--- src/rtl/vga_pkg.sv ---
// Shared VGA timing constants and colour helpers for the timing generator
// and the overlay stages downstream of it.
package vga_pkg;

    localparam int PAL = 640;
    localparam int LAF = 480;
    localparam int PLD = 800;
    localparam int LFD = 525;
    localparam int HPW = 96;
    localparam int HFP = 16;
    localparam int VPW = 2;
    localparam int VFP = 10;

    typedef enum logic {
        DIR_INC = 1'b0,
        DIR_DEC = 1'b1
    } dir_t;

    function automatic logic [7:0] rgb332(input logic [2:0] red,
                                          input logic [2:0] green,
                                          input logic [1:0] blue);
        return {red, green, blue};
    endfunction

endpackage

--- src/rtl/bounce_axis.sv ---
// One axis of the bouncing box: position, direction and wall-hit detection,
// updated only on the frame tick.
module bounce_axis
    import vga_pkg::*;
#(
    parameter int LIMIT = 640,
    parameter int SIZE  = 32,
    parameter int STEP  = 2,
    parameter int P0    = 100
) (
    input  logic       ck,
    input  logic       rst_n,
    input  logic       i_tick,
    input  logic       i_load,
    input  logic       i_pause,
    input  logic [9:0] i_load_val,
    output logic [9:0] o_pos,
    output logic       o_hit
);

    localparam logic [10:0] MAX_POS = 11'(LIMIT - SIZE);
    localparam logic [10:0] STEP_V  = 11'(STEP);

    logic [9:0]  r_pos;
    dir_t        r_dir;
    logic [9:0]  w_posNext;
    dir_t        w_dirNext;
    logic        w_hit;
    logic [10:0] w_cur;
    logic [10:0] w_up;
    logic [10:0] w_loadVal;

    always_ff @(posedge ck or negedge rst_n) begin
        if (!rst_n) begin
            r_pos <= 10'(P0);
            r_dir <= DIR_INC;
        end else begin
            r_pos <= w_posNext;
            r_dir <= w_dirNext;
        end
    end

    // 11-bit compares so pos+STEP can never wrap past the wall.
    always_comb begin
        w_posNext = r_pos;
        w_dirNext = r_dir;
        w_hit     = 1'b0;
        w_cur     = {1'b0, r_pos};
        w_up      = w_cur + STEP_V;
        w_loadVal = {1'b0, i_load_val};
        if (i_tick) begin
            if (i_load) begin
                w_posNext = (w_loadVal > MAX_POS) ? MAX_POS[9:0] : i_load_val;
            end else if (!i_pause) begin
                if (r_dir == DIR_INC) begin
                    if (w_up >= MAX_POS) begin
                        w_posNext = MAX_POS[9:0];
                        w_dirNext = DIR_DEC;
                        w_hit     = 1'b1;
                    end else begin
                        w_posNext = w_up[9:0];
                    end
                end else begin
                    if (w_cur <= STEP_V) begin
                        w_posNext = 10'd0;
                        w_dirNext = DIR_INC;
                        w_hit     = 1'b1;
                    end else begin
                        w_posNext = r_pos - STEP_V[9:0];
                    end
                end
            end
        end
    end

    assign o_pos = r_pos;
    assign o_hit = w_hit;

endmodule

--- src/rtl/vga_bounce_box.sv ---
// Pixel overlay that draws a solid box bouncing around the active area on
// top of the upstream background colour.
module vga_bounce_box
    import vga_pkg::*;
#(
    parameter int         BOX_W     = 32,
    parameter int         BOX_H     = 24,
    parameter int         STEP      = 2,
    parameter int         X0        = 100,
    parameter int         Y0        = 50,
    parameter logic [7:0] BOX_COLOR = 8'hFC,
    parameter int         ALIGN_DLY = 2
) (
    input  logic       ck,
    input  logic       rst_n,
    input  logic [9:0] Hcnt,
    input  logic [9:0] Vcnt,
    input  logic [2:0] bg_red,
    input  logic [2:0] bg_green,
    input  logic [1:0] bg_blue,
    input  logic       pause,
    input  logic       load,
    input  logic [9:0] load_x,
    input  logic [9:0] load_y,
    output logic [2:0] outRed,
    output logic [2:0] outGreen,
    output logic [1:0] outBlue,
    output logic [9:0] box_x,
    output logic [9:0] box_y,
    output logic [7:0] bounce_cnt,
    output logic       corner_hit
);

    logic [9:0]           r_vcntQ;
    logic                 w_tick;
    logic [9:0]           w_boxX;
    logic [9:0]           w_boxY;
    logic                 w_hitX;
    logic                 w_hitY;
    logic [7:0]           r_bounceCnt;
    logic                 r_corner;
    logic [10:0]          w_xEnd;
    logic [10:0]          w_yEnd;
    logic                 w_inside;
    logic [ALIGN_DLY-1:0] r_inDly;
    logic [7:0]           w_bgPix;
    logic [7:0]           r_outPix;

    // First ck of the first blanking line is the single per-frame tick.
    always_ff @(posedge ck or negedge rst_n) begin
        if (!rst_n) begin
            r_vcntQ <= 10'd0;
        end else begin
            r_vcntQ <= Vcnt;
        end
    end

    assign w_tick = (Vcnt == 10'(LAF)) && (r_vcntQ != 10'(LAF));

    bounce_axis #(
        .LIMIT (PAL),
        .SIZE  (BOX_W),
        .STEP  (STEP),
        .P0    (X0)
    ) u_axisX (
        .ck         (ck),
        .rst_n      (rst_n),
        .i_tick     (w_tick),
        .i_load     (load),
        .i_pause    (pause),
        .i_load_val (load_x),
        .o_pos      (w_boxX),
        .o_hit      (w_hitX)
    );

    bounce_axis #(
        .LIMIT (LAF),
        .SIZE  (BOX_H),
        .STEP  (STEP),
        .P0    (Y0)
    ) u_axisY (
        .ck         (ck),
        .rst_n      (rst_n),
        .i_tick     (w_tick),
        .i_load     (load),
        .i_pause    (pause),
        .i_load_val (load_y),
        .o_pos      (w_boxY),
        .o_hit      (w_hitY)
    );

    always_ff @(posedge ck or negedge rst_n) begin
        if (!rst_n) begin
            r_bounceCnt <= 8'd0;
            r_corner    <= 1'b0;
        end else begin
            if (w_hitX || w_hitY) begin
                r_bounceCnt <= r_bounceCnt + 8'd1;
            end
            r_corner <= w_hitX && w_hitY;
        end
    end

    assign w_xEnd   = {1'b0, w_boxX} + 11'(BOX_W);
    assign w_yEnd   = {1'b0, w_boxY} + 11'(BOX_H);
    assign w_inside = (Hcnt >= w_boxX) && ({1'b0, Hcnt} < w_xEnd) &&
                      (Vcnt >= w_boxY) && ({1'b0, Vcnt} < w_yEnd) &&
                      (Hcnt < 10'(PAL)) && (Vcnt < 10'(LAF));

    // Upstream colour trails its counters, so the inside flag is delayed to match.
    always_ff @(posedge ck or negedge rst_n) begin
        if (!rst_n) begin
            r_inDly <= '0;
        end else begin
            r_inDly[0] <= w_inside;
            for (int i = 1; i < ALIGN_DLY; i++) begin
                r_inDly[i] <= r_inDly[i-1];
            end
        end
    end

    assign w_bgPix = rgb332(bg_red, bg_green, bg_blue);

    always_ff @(posedge ck or negedge rst_n) begin
        if (!rst_n) begin
            r_outPix <= 8'd0;
        end else begin
            r_outPix <= r_inDly[ALIGN_DLY-1] ? BOX_COLOR : w_bgPix;
        end
    end

    assign outRed     = r_outPix[7:5];
    assign outGreen   = r_outPix[4:2];
    assign outBlue    = r_outPix[1:0];
    assign box_x      = w_boxX;
    assign box_y      = w_boxY;
    assign bounce_cnt = r_bounceCnt;
    assign corner_hit = r_corner;

endmodule

--- config.mk ---
export PLATFORM = sky130hd
export DESIGN_NAME = vga_bounce_box
export DESIGN_NICKNAME = d
export VERILOG_FILES = /design/src/rtl/vga_pkg.sv /design/src/rtl/bounce_axis.sv /design/src/rtl/vga_bounce_box.sv
export SDC_FILE = /design/constraint.sdc
export NUM_CORES = 1
export LEC_CHECK = 0
export ABC_AREA = 1
export BUFFER_PORTS_ARGS = -buffer_cell sky130_fd_sc_hd__clkbuf_2
export CAP_MARGIN = 20
export CORE_MARGIN = 2
export CORE_UTILIZATION = 35
export DETAILED_ROUTE_END_ITERATION = 12
export GPL_TIMING_DRIVEN = 1
export PLACE_DENSITY_LB_ADDON = 0.25
export SLEW_MARGIN = 20
export SYNTH_ARGS = -nofsm -noshare
export SYNTH_HDL_FRONTEND = slang
export SYNTH_SLANG_ARGS = --single-unit
--- constraint.sdc ---
create_clock -name ck -period 3.02 [get_ports ck]
set_input_delay 0.604 -clock ck [delete_from_list [all_inputs] [get_ports ck]]
set_output_delay 0.604 -clock ck [all_outputs]
set_load 0.02 [all_outputs]
==> report_table.html <==
<table>
<tr><th>Metric</th><th>Value</th></tr>
<tr><th colspan="2">Synth</th></tr>
<tr><td>Avg Cell Area, Syn</td><td>between 7 and 8 um2</td></tr>
<tr><td>Distinct cell type count of the synthesized netlist</td><td>44</td></tr>
<tr><td>Number of enable flip-flop cells after synthesis</td><td>0</td></tr>
<tr><td>Predominant post-synthesis flop cell</td><td>sky130_fd_sc_hd__dfrtp_1</td></tr>
<tr><td>Mapped Nets</td><td>between 600 and 700</td></tr>
<tr><td>Yosys reg bits</td><td>between 50 and 60</td></tr>
<tr><td>Share of the yosys chip area belonging to registers</td><td>0.299</td></tr>
<tr><td>Warning count from the yosys run</td><td>0</td></tr>
<tr><td>Fraction of synthesis flops using an asynchronous set or reset pin</td><td>1.00</td></tr>
<tr><td>Netlist area before placement</td><td>about 4300 um2</td></tr>
<tr><td>Post-Synthesis Cells</td><td>between 500 and 600</td></tr>
<tr><th colspan="2">Final layout</th></tr>
<tr><td>Synthesis-to-layout area growth</td><td>16.6%</td></tr>
<tr><td>Ant. Diodes</td><td>0</td></tr>
<tr><td>Count of nets after finishing</td><td>~770</td></tr>
<tr><td>Util after Layout</td><td>0.417</td></tr>
<tr><td>Non-filler instance count after layout</td><td>824</td></tr>
<tr><td>Layout cells sized above 1</td><td>0.208</td></tr>
<tr><td>Number of filler cells placed in the layout</td><td>1268</td></tr>
<tr><th colspan="2">Power and ir drop</th></tr>
<tr><td>Cell-internal power</td><td>~0.0012 W</td></tr>
<tr><td>Comb power frac</td><td>0.191</td></tr>
<tr><td>Sw frac</td><td>0.294</td></tr>
<tr><td>Static Leak</td><td>around 2.6 nW</td></tr>
<tr><td>Power after layout</td><td>about 0.0017 W</td></tr>
<tr><td>Pwr Density</td><td>roughly 350 nW/um2</td></tr>
<tr><td>Proportion of power drawn by the clock network</td><td>0.383</td></tr>
<tr><td>Switching power total</td><td>approximately 0.00051 W</td></tr>
<tr><td>Proportion of power drawn by flip-flops and latches</td><td>0.427</td></tr>
<tr><td>Worst IR drop on VDD</td><td>~0.25 mV</td></tr>
<tr><th colspan="2">Floorplan</th></tr>
<tr><td>Starting density of the core</td><td>0.358</td></tr>
<tr><td>Width of the chip</td><td>between 100 and 150 um</td></tr>
<tr><td>Total die area</td><td>about 13000 um2</td></tr>
<tr><td>I/O pin count</td><td>between 80 and 90</td></tr>
<tr><td>Area of the placeable core</td><td>around 12000 um2</td></tr>
<tr><td>Height of the die</td><td>115 um</td></tr>
<tr><td>Rows</td><td>40</td></tr>
<tr><th colspan="2">Worst setup path</th></tr>
<tr><td>Cells traversed along the worst timing path</td><td>inv_1 &gt; ha_1 &gt; or2_2 &gt; nor2_1 &gt; xor2_1 &gt; ha_1 &gt; nand2_1 &gt; o21ai_0 &gt; a21oi_1 &gt; o21ai_0 &gt; nor3_1</td></tr>
<tr><td>Crit path kind</td><td>reg -&gt; reg</td></tr>
<tr><td>Buffers and inverters on the worst path</td><td>1</td></tr>
<tr><td>Endpoint required time on the critical path</td><td>roughly 3200 ps</td></tr>
<tr><td>Crit start category</td><td>register</td></tr>
<tr><td>Top delay family on crit path</td><td>simple AND/OR/NAND/NOR gates</td></tr>
<tr><td>Endpoint class of the critical path</td><td>register</td></tr>
<tr><td>Max FO, Critical Path</td><td>8</td></tr>
<tr><td>CP max stage cell</td><td>sky130_fd_sc_hd__dfstp_2</td></tr>
<tr><td>Stage delay of the slowest cell on the critical path</td><td>610 ps</td></tr>
<tr><td>Arrival time of data at the critical path endpoint</td><td>2700 ps</td></tr>
<tr><th colspan="2">Clock tree</th></tr>
<tr><td>Clock buffer count from CTS</td><td>5</td></tr>
<tr><td>Clock Sinks</td><td>between 50 and 60</td></tr>
<tr><td>Post-cts hold buffer count</td><td>0</td></tr>
<tr><td>TritonCTS clock tree</td><td>yes</td></tr>
<tr><td>H-tree lvl count</td><td>2</td></tr>
<tr><td>Insertion delay to the later sink of the worst-skew pair</td><td>300 ps</td></tr>
<tr><td>CTS root buffer</td><td>sky130_fd_sc_hd__clkbuf_16</td></tr>
<tr><td>Number of setup buffers added after CTS</td><td>0</td></tr>
<tr><td>Post-CTS Resized</td><td>0</td></tr>
<tr><td>Clock Pin Slew Worst Setup and Hold Paths</td><td>roughly 70 ps</td></tr>
<tr><td>Clock tree buffer depth</td><td>2</td></tr>
<tr><th colspan="2">GRT</th></tr>
<tr><td>Global route overflow</td><td>0</td></tr>
<tr><td>Global-route usage over all layers</td><td>0.187</td></tr>
<tr><td>Wire length of the first global-routing pass</td><td>about 20000 um</td></tr>
<tr><td>Maximum number of pins on one net before global-route repair</td><td>41</td></tr>
<tr><td>Initial antenna violation count</td><td>0</td></tr>
<tr><td>Vias in the first global route</td><td>~4200</td></tr>
<tr><th colspan="2">Run status</th></tr>
<tr><td>Run status</td><td>finished clean</td></tr>
<tr><th colspan="2">Route</th></tr>
<tr><td>DRC violation total after the first TritonRoute iteration</td><td>227</td></tr>
<tr><td>Routed metal-1 wirelength</td><td>between 5000 and 6000 um</td></tr>
<tr><td>DRC errors left</td><td>0</td></tr>
<tr><td>Amount of wire on met3 after detailed routing</td><td>639 um</td></tr>
<tr><td>Top routing layer used</td><td>met4</td></tr>
<tr><td>Detail Route met2 WL</td><td>between 5000 and 6000 um</td></tr>
<tr><td>Pre-antenna DRT Iters</td><td>5</td></tr>
<tr><td>Detailed-route via count</td><td>4273</td></tr>
<tr><td>Vias per cell</td><td>5.19</td></tr>
<tr><td>Detailed Route WL</td><td>~12000 um</td></tr>
<tr><td>Per-cell routed wire length</td><td>approximately 15 um</td></tr>
<tr><td>Number of routed nets with antenna violations</td><td>0</td></tr>
<tr><th colspan="2">Timing</th></tr>
<tr><td>Layout Skew</td><td>around 12 ps</td></tr>
<tr><td>Final number of max-transition violations</td><td>0</td></tr>
<tr><td>Share of the clock period used by the worst path</td><td>0.828</td></tr>
<tr><td>Final Worst Setup Slack</td><td>518 ps</td></tr>
<tr><td>Final sum of negative setup slack</td><td>0 ps</td></tr>
<tr><td>Final Hold Fails</td><td>0</td></tr>
<tr><td>Worst Tran Pin Value</td><td>roughly 540 ps</td></tr>
<tr><td>Number of endpoints failing setup at the final stage</td><td>0</td></tr>
<tr><td>Worst slew slack as a fraction of its limit</td><td>0.640</td></tr>
<tr><td>Clock period minus final worst setup slack</td><td>roughly 2500 ps</td></tr>
<tr><td>Top achievable clock speed</td><td>0.400 GHz</td></tr>
<tr><td>RSZ-0062 raised after global routing</td><td>no</td></tr>
<tr><th colspan="2">Place</th></tr>
<tr><td>Number of port buffers</td><td>88</td></tr>
<tr><td>Number of cells in the design after placement</td><td>just over 800</td></tr>
<tr><td>Placer congestion estimate</td><td>just under 1</td></tr>
<tr><td>HPWL reported at the end of detailed placement</td><td>between 9000 and 10000 um</td></tr>
<tr><td>Setup Slack @ Placement</td><td>roughly 540 ps</td></tr>
<tr><th colspan="2">Run</th></tr>
<tr><td>MaxCap Viol Count</td><td>0</td></tr>
<tr><th colspan="2">Worst hold path</th></tr>
<tr><td>Class of the worst hold path</td><td>in -&gt; async</td></tr>
</table>
==> power by group through the flow <==
stage	Clock (W)	Sequential, W	Combinational (W)
2_1_floorplan	0	0.000756	0.000198
3_3_place_gp	0	0.000750	0.000325
3_5_place_dp	0	0.000751	0.000330
4_1_cts	0.000674	0.000738	0.000332
5_1_grt	0.000706	0.000742	0.000376
6_report	0.000662	0.000738	0.000330
==> worst register-to-register path, delay by kind of cell (launching register included) <==
kind / cells / cell delay (ps)
XOR/XNOR: 1 / 160
flip-flops: 1 / 610
AO/OA/AOI/OAI: 3 / 290
adder cells (fa/ha/maj): 2 / 520
buffers and inverters: 1 / 130
AND/OR/NAND/NOR: 4 / 700
==> Yosys cell counts, types with 2 or more instances <==
| cell | count | area [um2] |
|---|---|---|
| sky130_fd_sc_hd__nand2_1 | 128 | 480 |
| sky130_fd_sc_hd__inv_1 | 67 | 251 |
| sky130_fd_sc_hd__nor2_1 | 59 | 221 |
| sky130_fd_sc_hd__dfrtp_1 | 45 | 1130 |
| sky130_fd_sc_hd__ha_1 | 43 | 538 |
| sky130_fd_sc_hd__nand3_1 | 40 | 200 |
| sky130_fd_sc_hd__a21oi_1 | 38 | 190 |
| sky130_fd_sc_hd__o21ai_0 | 32 | 160 |
| sky130_fd_sc_hd__xor2_1 | 16 | 140 |
| sky130_fd_sc_hd__nand4_1 | 13 | 81.3 |
| sky130_fd_sc_hd__nor3_1 | 12 | 60.1 |
| sky130_fd_sc_hd__a31oi_1 | 9 | 56.3 |
| sky130_fd_sc_hd__or2_2 | 8 | 50.1 |
| sky130_fd_sc_hd__dfstp_2 | 6 | 158 |
| sky130_fd_sc_hd__inv_2 | 6 | 22.5 |
| sky130_fd_sc_hd__nor4_1 | 6 | 37.5 |
| sky130_fd_sc_hd__o22ai_1 | 6 | 37.5 |
| sky130_fd_sc_hd__clkbuf_1 | 5 | 18.8 |
| sky130_fd_sc_hd__nand2_2 | 5 | 31.3 |
| sky130_fd_sc_hd__nand3_2 | 5 | 50.1 |
| sky130_fd_sc_hd__o211ai_1 | 5 | 37.5 |
| sky130_fd_sc_hd__buf_2 | 4 | 20.0 |
| sky130_fd_sc_hd__buf_6 | 4 | 45.0 |
| sky130_fd_sc_hd__xnor2_1 | 4 | 35.0 |
| sky130_fd_sc_hd__a211oi_1 | 3 | 22.5 |
| sky130_fd_sc_hd__buf_4 | 3 | 22.5 |
| sky130_fd_sc_hd__nand2_4 | 2 | 22.5 |
| sky130_fd_sc_hd__nor2_2 | 2 | 12.5 |
| sky130_fd_sc_hd__o31ai_1 | 2 | 15.0 |
==> through the flow <==
stage                     area [um2]  hold WS [ps]
final                           5010           188
after global routing            5010           210
after CTS                       5010           196
after detailed placement        4840           434
after global placement          4840           431
after floorplan                 4300           308
==> final cells by class <==
type	instances	area, um2	area share
Sequential cell	51	1280	0.256
Tap cell	147	184	0.0367
Timing Repair Buffer	92	470	0.0939
Inverter	75	284	0.0567
Clock buffer	6	129	0.0257
Clock inverter	2	37.5	0.00749
Multi-Input combinational cell	451	2620	0.523
==> state kept, by name, summed over array words and instances (netlist names) <==
signal	cells
r_outPix	8
u_axisX.r_dir	1
corner_hit	1
u_axisY.o_pos	10
u_axisX.o_pos	10
u_axisY.r_dir	1
r_inDly	2
r_vcntQ	10
bounce_cnt	8
==> layout by cell type (no fill, tap or decap), types with 8 or more instances in the layout <==
cell	instances
sky130_fd_sc_hd__clkbuf_2	88
sky130_fd_sc_hd__nand3_1	40
sky130_fd_sc_hd__o21ai_0	32
sky130_fd_sc_hd__a21oi_1	38
sky130_fd_sc_hd__xor2_1	16
sky130_fd_sc_hd__nand2_1	128
sky130_fd_sc_hd__ha_1	43
sky130_fd_sc_hd__dfrtp_1	45
sky130_fd_sc_hd__nor2_1	59
sky130_fd_sc_hd__nor3_1	12
sky130_fd_sc_hd__nand4_1	13
sky130_fd_sc_hd__or2_2	8
sky130_fd_sc_hd__inv_1	67
sky130_fd_sc_hd__a31oi_1	9
==> worst paths after layout <==
path / startpoint / endpoint / slack [ps] / depth (start not counted)
max reg2reg: u_axisY.o_pos[4]$_DFFE_PN1P_ / r_inDly[0]$_DFF_PN0_ / 520 / 11
min reg2reg: r_inDly[0]$_DFF_PN0_ / r_inDly[1]$_DFF_PN0_ / 440 / 0
max: u_axisY.o_pos[4]$_DFFE_PN1P_ / r_inDly[0]$_DFF_PN0_ / 520 / 11
min in group ck: r_inDly[0]$_DFF_PN0_ / r_inDly[1]$_DFF_PN0_ / 440 / 0
max in group asynchronous: rst_n / u_axisX.o_pos[2]$_DFFE_PN1P_ / 1990 / 2
min: rst_n / r_vcntQ[7]$_DFF_PN0_ / 190 / 1
==> logic make-up (layout without fill, tap and decap cells) <==
family                     count (synthesis)  count (layout)  synth area share
and+or+nand+nor                          286             286             0.310
AOI/OAI and AO/OA                        102             102             0.135
adders and majority gates                 43              43             0.125
DFF                                       51              51             0.299
xor gates and xnor gates                  20              20            0.0408
buffers and inverters                     91             175            0.0909
==> layer usage <==
layer,track usage,up-vias
met5,0,-
li1,-,2139
met1,0.245,1983
met3,0.0248,22
met4,0.0578,0
met2,0.322,129
Note: power is estimated with default switching activity, not from simulation.
